==> src/rtl/axi_rd_slave.sv <==
// AXI4 read-channel responder: serves one AR burst at a time, fetching each beat
// from a synchronous memory port whose data returns the cycle after mem_ren.
module axi_rd_slave #(
  parameter int          ID_W = 4,
  parameter logic [63:0] BASE = 64'h8000_0000,
  parameter logic [63:0] SIZE = 64'h0800_0000,
  parameter int          LAT  = 0
) (
  input  logic            clk,
  input  logic            rst,
  input  logic [ID_W-1:0] ARID,
  input  logic [63:0]     ARADDR,
  input  logic [7:0]      ARLEN,
  input  logic [2:0]      ARSIZE,
  input  logic [1:0]      ARBURST,
  input  logic            ARVALID,
  output logic            ARREADY,
  output logic [ID_W-1:0] RID,
  output logic [63:0]     RDATA,
  output logic [1:0]      RRESP,
  output logic            RLAST,
  output logic            RVALID,
  input  logic            RREADY,
  output logic            mem_ren,
  output logic [63:0]     mem_addr,
  input  logic [63:0]     mem_rdata
);
  localparam logic [7:0] LAT_C = 8'(LAT);

  typedef enum logic [2:0] {S_IDLE, S_WAIT, S_MEM, S_DATA, S_RESP} state_t;
  state_t r_state, w_next;

  logic            r_arready, r_berr, r_rvalid, r_rlast;
  logic [ID_W-1:0] r_id, r_rid;
  logic [63:0]     r_addr, r_rdata;
  logic [7:0]      r_len, r_cnt, r_beat;
  logic [2:0]      r_size;
  logic [1:0]      r_burst, r_rresp;

  logic        w_ar_hs, w_r_hs, w_wrap_len_ok, w_ar_err, w_oor, w_err;
  logic [63:0] w_ar_bytes, w_bytes, w_wmask, w_next_addr;
  logic [64:0] w_lim;

  assign w_ar_hs    = (r_state == S_IDLE) && r_arready && ARVALID;
  assign w_r_hs     = r_rvalid && RREADY;
  assign w_ar_bytes = 64'd1 << ARSIZE;
  assign w_wrap_len_ok = (ARLEN == 8'd1) || (ARLEN == 8'd3) || (ARLEN == 8'd7) || (ARLEN == 8'd15);
  // Malformed requests poison every beat of the burst.
  assign w_ar_err = (ARBURST == 2'b11) || (ARSIZE > 3'd3) ||
                    ((ARBURST == 2'b10) &&
                     (!w_wrap_len_ok || ((ARADDR & (w_ar_bytes - 64'd1)) != 64'd0)));

  assign w_lim = {1'b0, BASE} + {1'b0, SIZE};
  assign w_oor = (r_addr < BASE) || ({1'b0, r_addr} >= w_lim);
  assign w_err = r_berr || w_oor;

  assign w_bytes = 64'd1 << r_size;
  assign w_wmask = (({56'd0, r_len} + 64'd1) << r_size) - 64'd1;

  always_comb begin
    case (r_burst)
      2'b01:   w_next_addr = r_addr + w_bytes;
      2'b10:   w_next_addr = (r_addr & ~w_wmask) | ((r_addr + w_bytes) & w_wmask);
      default: w_next_addr = r_addr;
    endcase
  end

  always_ff @(posedge clk or posedge rst) begin
    if (rst) r_state <= S_IDLE;
    else     r_state <= w_next;
  end

  always_comb begin
    w_next = r_state;
    case (r_state)
      S_IDLE: if (w_ar_hs) w_next = S_WAIT;
      S_WAIT: if (r_cnt == 8'd0) w_next = S_MEM;
      S_MEM:  w_next = S_DATA;
      S_DATA: w_next = S_RESP;
      S_RESP: if (w_r_hs) w_next = r_rlast ? S_IDLE : S_MEM;
      default: w_next = S_IDLE;
    endcase
  end

  always_ff @(posedge clk or posedge rst) begin
    if (rst) begin
      r_arready <= 1'b0;
      r_berr    <= 1'b0;
      r_rvalid  <= 1'b0;
      r_rlast   <= 1'b0;
      r_id      <= '0;
      r_rid     <= '0;
      r_addr    <= '0;
      r_rdata   <= '0;
      r_len     <= '0;
      r_cnt     <= '0;
      r_beat    <= '0;
      r_size    <= '0;
      r_burst   <= '0;
      r_rresp   <= '0;
    end else begin
      case (r_state)
        S_IDLE: begin
          if (w_ar_hs) begin
            r_arready <= 1'b0;
            r_id      <= ARID;
            r_addr    <= ARADDR;
            r_len     <= ARLEN;
            r_size    <= ARSIZE;
            r_burst   <= ARBURST;
            r_berr    <= w_ar_err;
            r_cnt     <= LAT_C;
            r_beat    <= 8'd0;
          end else begin
            r_arready <= 1'b1;
          end
        end
        S_WAIT: if (r_cnt != 8'd0) r_cnt <= r_cnt - 8'd1;
        // mem_rdata answers the MEM-cycle read; error beats discard it.
        S_DATA: begin
          r_rid    <= r_id;
          r_rdata  <= w_err ? 64'd0 : mem_rdata;
          r_rresp  <= w_err ? 2'b10 : 2'b00;
          r_rlast  <= (r_beat == r_len);
          r_rvalid <= 1'b1;
        end
        S_RESP: begin
          if (w_r_hs) begin
            r_rvalid <= 1'b0;
            if (!r_rlast) begin
              r_beat <= r_beat + 8'd1;
              r_addr <= w_next_addr;
            end
          end
        end
        default: ;
      endcase
    end
  end

  assign ARREADY  = r_arready;
  assign RID      = r_rid;
  assign RDATA    = r_rdata;
  assign RRESP    = r_rresp;
  assign RLAST    = r_rlast;
  assign RVALID   = r_rvalid;
  assign mem_ren  = (r_state == S_MEM);
  assign mem_addr = mem_ren ? {r_addr[63:3], 3'b000} : 64'd0;
endmodule

==> config.mk <==
export PLATFORM = sky130hd
export DESIGN_NAME = axi_rd_slave
export DESIGN_NICKNAME = d
export VERILOG_FILES = /design/src/rtl/axi_rd_slave.sv
export SDC_FILE = /design/constraint.sdc
export NUM_CORES = 1
export LEC_CHECK = 0
export CAP_MARGIN = 20
export CORE_ASPECT_RATIO = 1.75
export CORE_MARGIN = 2
export CORE_UTILIZATION = 52
export CTS_CLUSTER_SIZE = 25
export DETAILED_ROUTE_END_ITERATION = 8
export GPL_ROUTABILITY_DRIVEN = 0
export GPL_TIMING_DRIVEN = 1
export PLACE_DENSITY = 0.88
export SETUP_SLACK_MARGIN = 0.4
export SYNTH_ARGS = -nofsm -noshare
export SYNTH_HDL_FRONTEND = slang
export SYNTH_SLANG_ARGS = --single-unit
==> constraint.sdc <==
create_clock -name clk -period 14.7 [get_ports clk]
set_input_delay 2.94 -clock clk [delete_from_list [all_inputs] [get_ports clk]]
set_output_delay 2.94 -clock clk [all_outputs]
set_load 0.1 [all_outputs]
# Word-level counts from Yosys, hierarchy flattened
# Index checks and enable logic that the tools add are counted.
# W data, S select, Z words.
dict set report classes {
  eq_ne 19
  mux 22
  n_addsub 6
  magnitude_cmp 3
  shift 3
  n_bitwise 5
  n_reduce_logical 26
}
# cell count
set ops {}
lappend ops {{$mux W64} 5}
lappend ops {{$pmux W64 S2} 2}
lappend ops {{$and A64 B64 Y64} 3}
lappend ops {{$shl A1 B3 Y64 const A} 2}
lappend ops {{$sub A64 B1 Y64 const B} 2}
lappend ops {{$add A64 B64 Y64} 1}
lappend ops {{$ge A64 B32 Y1 const B} 1}
lappend ops {{$lt A64 B32 Y1 const B} 1}
lappend ops {{$not A64 Y64} 1}
lappend ops {{$or A64 B64 Y64} 1}
lappend ops {{$reduce_bool A64 Y1} 1}
lappend ops {{$shl A9 B3 Y64} 1}
lappend ops {{$mux W8} 4}
lappend ops {{$pmux W8 S2} 2}
lappend ops {{$pmux W3 S5} 1}
lappend ops {{$ne A2 B2 Y1 const B} 5}
lappend ops {{$add A8 B1 Y9 const B} 1}
lappend ops {{$mux W3} 3}
lappend ops {{$add A8 B1 Y8 const B} 1}
lappend ops {{$eq A8 B1 Y1 const B} 1}
lappend ops {{$eq A8 B2 Y1 const B} 1}
lappend ops {{$eq A8 B3 Y1 const B} 1}
lappend ops {{$eq A8 B4 Y1 const B} 1}
lappend ops {{$eq A8 B8 Y1} 1}
lappend ops {{22 further kinds} 41}
dict set report totals {
  word_cells 99
  input_bits 149
  regBits 174
  output_inout_bits 138
}

# Logic depth before layout (Yosys ltp)
# Gate-level depths: netlist of run 1.
dict set report logic_depth {
  depth_word 10
  mapped_depth 16
  ltp_nobuf 15
}

# Worst setup path after synthesis of run 1
# OpenSTA, ideal clock, no wires.
dict set report synth_timing {
  path_type {register to output}
  start {register r_state[1]}
  end {output port mem_addr[55]}
  path_slack_ns 8.797
  path_stages_with_launch 5
  n_path_buf 2
  required_ns 11.760
  arrival_time_ns 2.963
  path_cell_list {dfrtp_1 > clkbuf_1 > nor3b_1 > clkbuf_1 > and2_1}
}
dict set report synth_between {
  elab_chain_cells 2
}
# element line
set synth_lines {}
lappend synth_lines {{from (decl)} 31} ;# state_t r_state, w_next;
lappend synth_lines {{from (signal assigned)} 70} ;# else r_state <= w_next;
lappend synth_lines {{$eq A3 B2 Y1} 147} ;# assign mem_ren = (r_state == S_MEM);
lappend synth_lines {{via mem_ren} 24} ;# output logic mem_ren,
lappend synth_lines {{$mux W64} 148} ;# assign mem_addr = mem_ren ? {r_addr[63:3], 3'b000} : 64'd0;
lappend synth_lines {{to (decl)} 25} ;# output logic [63:0] mem_addr,
# The timed path passes the listed nets, and every way through them passes these cells.

# Final worst setup path of run 1
dict set report layout_timing {
  start {register r_state[1]}
  end {output port mem_addr[53]}
}
dict set report layout_between {
  elab_chain_cells 2
}
# element line
set layout_lines {}
lappend layout_lines {{$eq A3 B2 Y1} 147}
lappend layout_lines {{$mux W64} 148}
# Every way passes these cells.

==> results of run 1 <==
-- cell usage after synthesis, types with 4 or more instances --
master and n:
dfrtp_1 173, nand2_1 105, nor2_1 86, and2_1 69
clkbuf_1 67, a22o_1 64, o21ai_0 55, a21oi_1 54
inv_1 49, nand3_1 39, nor3_1 34, o22ai_1 32
a211oi_1 29, a22oi_1 24, nand4_1 24, xnor2_1 22
and3_1 21, mux2_2 21, a31oi_1 20, buf_2 17
nor4_1 17, ha_1 16, a32oi_1 14, o221ai_1 13
nand2b_1 12, or3_1 12, xor2_1 12, nor2b_1 9
and4_1 8, o31ai_1 8, or2_2 8, a2bb2oi_1 7
o211ai_1 7, o21a_1 7, or4_1 7, a21o_1 6
a311oi_1 6, mux2i_1 6, buf_1 5, buf_4 5
nor4b_1 4, or4_4 4
-- worst min path at each step --
stage,from,end,slack (ns),cells after the start
2_1_floorplan,r_cnt[1],r_cnt[1],0.47,2
6_report,r_id[1],RID[1],0.51,1
5_1_grt,RDATA[24],RDATA[24],0.52,1
4_1_cts,RDATA[48],RDATA[48],0.51,1
3_3_place_gp,RVALID,RVALID,0.48,2
3_5_place_dp,RDATA[24],RDATA[24],0.49,1
-- metrics by stage --
step / cell area (um2) / total power, mW
after global placement: 13910 / 2.410
after CTS: 14580 / 2.980
after detailed placement: 13910 / 2.455
final: 14600 / 3.023
after global routing: 14600 / 3.179
after floorplan: 11040 / 2.043
-- layer usage --
| layer | global-route usage (%) | vias up |
|---|---|---|
| met4 | 19.60 | 0 |
| met2 | 55.71 | 759 |
| met1 | 38.33 | 5414 |
| met5 | 0 | - |
| met3 | 6.058 | 190 |
| li1 | - | 5142 |
-- cells by family after synthesis --
logic type	count (synthesis)	synth area share (%)
and+or+nand+nor	478	23.07
adders and majority gates	17	1.996
AOI/OAI and AO/OA	384	24.95
DFF	173	39.24
other	1	0.03399
muxes	27	2.688
xor gates and xnor gates	34	2.699
buffers and inverters	145	5.330
-- report_power, final --
| group | total [mW] | internal (mW) | switching [mW] |
|---|---|---|---|
| Clock | 0.520 | 0.314 | 0.206 |
| Sequential | 0.866 | 0.612 | 0.254 |
| Combinational | 1.64 | 0.546 | 1.09 |
| Total | 3.02 | 1.47 | 1.55 |
-- worst max-delay path: stages (launching register included) --
cell,delay (ns)
dfrtp_1,0.53
nor3b_2,0.22
buf_4,0.43
and2_1,0.21
clkdlybuf4s50_1,1.20
-- area by class of cell --
type                            count  area [um2]
Clock buffer                       21       460.4
Clock inverter                     11       202.7
Fill cell                        1583        6242
Inverter                           50       192.7
Multi-Input combinational cell    944        6162
Sequential cell                   173        4329
Tap cell                          252       315.3
Timing Repair Buffer              295        2940
==> flow_metrics.tcl, run 1 <==
set metrics [dict create \
    status "finished, final reports clean" \
    reg2reg_from "r_size[2]" \
    final_hold_viol_count 0 \
    die_h_um 196.7 \
    cts_buffer_depth 2 \
    layout.nets 1647 \
    portBuffers 282 \
    syn_to_final_growth_pct 32.35 \
    core-area_um2 20850 \
    insertion_delay_ns 0.45 \
    synth_top_cell_by_area "dfrtp_1" \
    grt_pass1_vias 11040 \
    dp.cells 1713 \
    overflow 0 \
    slew_headroom_pct 29.08 \
    m1WireLength_mm 13.11 \
    syn-cell-area_um2 11030 \
    required_ns 11.76 \
    arrival_ns 3.07 \
    die_w_um 114.1 \
    hold_slack_ns 0.5088 \
    reg2reg_slack_ns 9.62 \
    synth-edff-count 0 \
    ctsHoldBuffers 0 \
    wl_per_cell_um 21.32 \
    period_needed_ns 6.009 \
    dp_hpwl_mm 26.59 \
    synth_cells 1259 \
    io_pins 287 \
    ys_seq_area_share_pct 39.24 \
    cts_made_buffers 17 \
    finalWorstSetupSlack_ns 8.691 \
    tightest_slew_ns 1.060 \
    routed.top_layer "met4" \
    power_density_nw_per_um2 207.0 \
    wl_met2_mm 18.73 \
    ys_ff_latch 173 \
    drc 0 \
    vias 11510 \
    critical_path.endpoint_type "primary output" \
    startpoint "r_state[1]" \
    cp_max_fo 63 \
    hold_class "flip-flop to flip-flop" \
    grt_pass1_wl_mm 58.28 \
    row_count 70 \
    antenna_found_initial 0 \
    dieArea_um2 22440 \
    synth_cell_types 81 \
    drv_slew 0 \
    clk_pin_slew_ns 0.08 \
    finalCritPeriodShare_pct 40.87 \
    viasPerCell 6.589 \
    async_flop_share_pct 100.0 \
    drtPass1Iterations 8 \
    fin_skew_ns 0.01622 \
    start_util_pct 52.93 \
    critPathKind "flip-flop to primary output" \
    setup.worst_path.end "mem_addr[53]" \
    ant_nets 0 \
    postCtsResizedCells 0 \
    finish.utilization_pct 70.05 \
    final_common_cell "clkdlybuf4s50_1" \
    yosysWarnings 0 \
    final_cell_mix "282 x clkdlybuf4s50_1, 173 x dfrtp_1, 102 x nand2_1" \
    post_cts_buffers 0 \
    synth.avg_cell_area_um2 8.763 \
    p_leak_nw 5.889 \
    antenna_cells 0 \
    finalSetupTns_ns 0 \
    rsz0062_at_grt "false" \
    grt_usage_pct 32.86 \
    synth_ff_type "dfrtp_1" \
    synth.area.top_cells "dfrtp_1 39%, a22o_1 5.1%, and2_1 3.9%" \
    ctsRootBufferMaster "clkbuf_16" \
    routed_wl_mm 37.22 \
    grt_max_degree 99 \
    netlist.area_leader.share_pct 39.24 \
    drtIter0Drc 1300 \
    setup_violations 0 \
    critPathLaunchType "flip-flop" \
    drive_above_1_share_pct 6.560 \
    cts_tree "done" \
    drv_cap 0 \
    finalNonFillerCells 1746 \
    dp_slack_ns 9.088 \
    htreeDepth 4 \
    max_freq_mhz 166.4 \
    cts_sinks 173 \
    vdd_drop_max_mv 0.1202 \
    dr_wl_met3_mm 3.034 \
    r2r_cells 12 \
]
Power figures use the tool's default switching activity.
==> inputs of run 2 (changes only) <==
--- a/config.mk
+++ b/config.mk
@@ -8,12 +8,12 @@
 export CAP_MARGIN = 20
 export CORE_ASPECT_RATIO = 1.75
 export CORE_MARGIN = 2
-export CORE_UTILIZATION = 52
+export CORE_UTILIZATION = 50
 export CTS_CLUSTER_SIZE = 25
 export DETAILED_ROUTE_END_ITERATION = 8
 export GPL_ROUTABILITY_DRIVEN = 0
 export GPL_TIMING_DRIVEN = 1
-export PLACE_DENSITY = 0.88
+export PLACE_DENSITY = 0.85
 export SETUP_SLACK_MARGIN = 0.4
 export SYNTH_ARGS = -nofsm -noshare
 export SYNTH_HDL_FRONTEND = slang
==> constraint.sdc (replaced) <==
create_clock -name clk -period 5.56 [get_ports clk]
set_input_delay 1.112 -clock clk [delete_from_list [all_inputs] [get_ports clk]]
set_output_delay 1.112 -clock clk [all_outputs]
set_load 0.1 [all_outputs]
==> run 2 against run 1 <==
  * Register-to-register slack got worse by 8.9 ns
  * Critical path depth increased by 6
  * Final area increased by 0.20%
  * Total power increased to 2.6 times the previous value
  * Clock power increased by 150%
  * Critical path type is now flip-flop to flip-flop
  * Worst hold slack got worse by 0.0095 ns
  * Non-clock buffer count increased by 4
  * Clock skew about the same
  * Global-route usage decreased by 1.4 points
  * Sequential share of layout area about the same
  * Highest routed layer unchanged
  * Sequential power increased to 2.6 times the previous value
==> flow_metrics.tcl, run 2 (synthesis results as in run 1) <==
set metrics [dict create \
    cts_made_buffers 17 \
    multi_input_area_um2 6162 \
    antenna_found_initial 0 \
    start_util_pct 51.11 \
    portBuffers 282 \
    p_leak_nw 5.883 \
    slew_headroom_pct 30.12 \
    period_needed_ns 4.811 \
    layout.area.seq_um2 4330 \
    row_count 71 \
    fin_skew_ns 0.01575 \
    ctsRootBufferMaster "clkbuf_16" \
    nFillCells 1692 \
    drv_slew 0 \
    grt_pass1_wl_mm 58.07 \
    finalNonFillerCells 1790 \
    cts_sinks 173 \
    dieArea_um2 23320 \
    vdd_drop_max_mv 0.2660 \
    hold_class "flip-flop to flip-flop" \
    drv_cap 0 \
    power_density_nw_per_um2 542.0 \
    syn_to_final_growth_pct 32.61 \
    drc 0 \
    finalWorstSetupSlack_ns 0.7487 \
    ctsHoldBuffers 0 \
    cts_buffer_depth 2 \
    io_pins 287 \
    grt_usage_pct 31.45 \
    final_common_cell "clkdlybuf4s50_1" \
    dp_slack_ns 0.9591 \
    layout.nets 1651 \
    wl_per_cell_um 20.70 \
    status "finished, final reports clean" \
    post_cts_buffers 0 \
    drtPass1Iterations 8 \
    max_freq_mhz 207.8 \
    critical_path.endpoint_type "flip-flop" \
    insertion_delay_ns 0.45 \
    drive_above_1_share_pct 6.943 \
    clk_pin_slew_ns 0.07 \
    cts_tree "done" \
    finalPower_mw 7.930 \
    finalSetupTns_ns 0 \
    die_h_um 200.5 \
    arrival_ns 5.15 \
    routed_wl_mm 37.06 \
    grt_max_degree 174 \
    overflow 0 \
    grt_pass1_vias 11140 \
    critPathLaunchType "flip-flop" \
    postCtsResizedCells 0 \
    cp_max_fo 22 \
    finish.utilization_pct 67.78 \
    ant_nets 0 \
    finalCritPeriodShare_pct 86.53 \
    core-area_um2 21590 \
    setup_violations 0 \
    required_ns 5.90 \
    antenna_cells 0 \
    dp_hpwl_mm 26.41 \
    viasPerCell 6.411 \
    die_w_um 116.3 \
    rsz0062_at_grt "false" \
    dp.cells 1758 \
    tightest_slew_ns 1.045 \
    final_hold_viol_count 0 \
    drtIter0Drc 1466 \
    vias 11480 \
    htreeDepth 4 \
    final_cell_mix "282 x clkdlybuf4s50_1, 172 x dfrtp_1, 102 x nand2_1" \
    critPathKind "flip-flop to flip-flop" \
]
run 2: changes by cell type in the layout (fill, tap and decap cells not counted):
| cell | change |
|---|---|
| buf_4 | +4 |
| dfrtp_2 | +1 |
| inv_8 | +1 |
| clkinv_2 | +1 |
| bufinv_16 | -2 |
| clkbuf_1 | -1 |
| clkinvlp_4 | +1 |
| clkinv_4 | +1 |
| dfrtp_1 | -1 |
| buf_12 | +1 |
| buf_16 | -1 |
| clkbuf_8 | -1 |
run 2: worst paths after layout:
path | cells past startpoint | from | slack (ns) | endpoint
worst max-delay path | 10 | r_len[0] | 0.75 | flip-flop
worst min-delay path | 2 | RVALID | 0.50 | RVALID
worst max register to register | 10 | r_len[0] | 0.75 | flip-flop
worst min register to register | 2 | RVALID | 0.50 | RVALID
max in group asynchronous | 3 | rst | 3.57 | async pin
min in group asynchronous | 3 | rst | 1.31 | r_beat[3]
run 2: layout make-up:
cell class,count,area share [%]
Tap cell,292,2.497
Clock buffer,19,3.027
Multi-Input combinational cell,944,42.12
Sequential cell,173,29.60
Inverter,50,1.308
Clock inverter,13,1.206
Timing Repair Buffer,299,20.25
run 2: critical path, cell delays in order (launching register included):
cell and delay [ns]:
dfrtp_1 0.68, ha_1 0.49, and3_1 0.35, mux2_2 0.38, o22ai_1 0.29, nor2_1 0.15, nor3_1 0.35, nand3_1 0.26
o31a_1 0.66, nand2b_1 0.73, o22ai_1 0.35
run 2: power by group:
group          internal (mW)  switching [mW]  total (mW)  leakage, nW
logic                   1.45            2.93        4.38         3.36
registers               1.62           0.642        2.26         2.22
clock network          0.732           0.558        1.29        0.304
run 2: stage by stage:
step           hold WS (ns)  area, um2
2_1_floorplan        0.4715      11050
6_report             0.4992      14630
3_5_place_dp         0.4797      14010
4_1_cts              0.5014      14630
3_3_place_gp         0.4821      14010
5_1_grt              0.5180      14630
run 2: routing by layer:
layer,GRT usage (%),wire (um),vias up
met5,0,0,-
li1,-,-,5131
met1,37.26,13600,5417
met2,51.33,18120,729
met3,4.982,2620,198
met4,21.47,2714,0
==> inputs of run 3 (changes only) <==
--- a/config.mk
+++ b/config.mk
@@ -18,3 +18,4 @@
 export SYNTH_ARGS = -nofsm -noshare
 export SYNTH_HDL_FRONTEND = slang
 export SYNTH_SLANG_ARGS = --single-unit
+export TNS_END_PERCENT = 50
==> results of run 3 <==
Same layout as run 2: the final DEF is identical, and so are final timing and power.
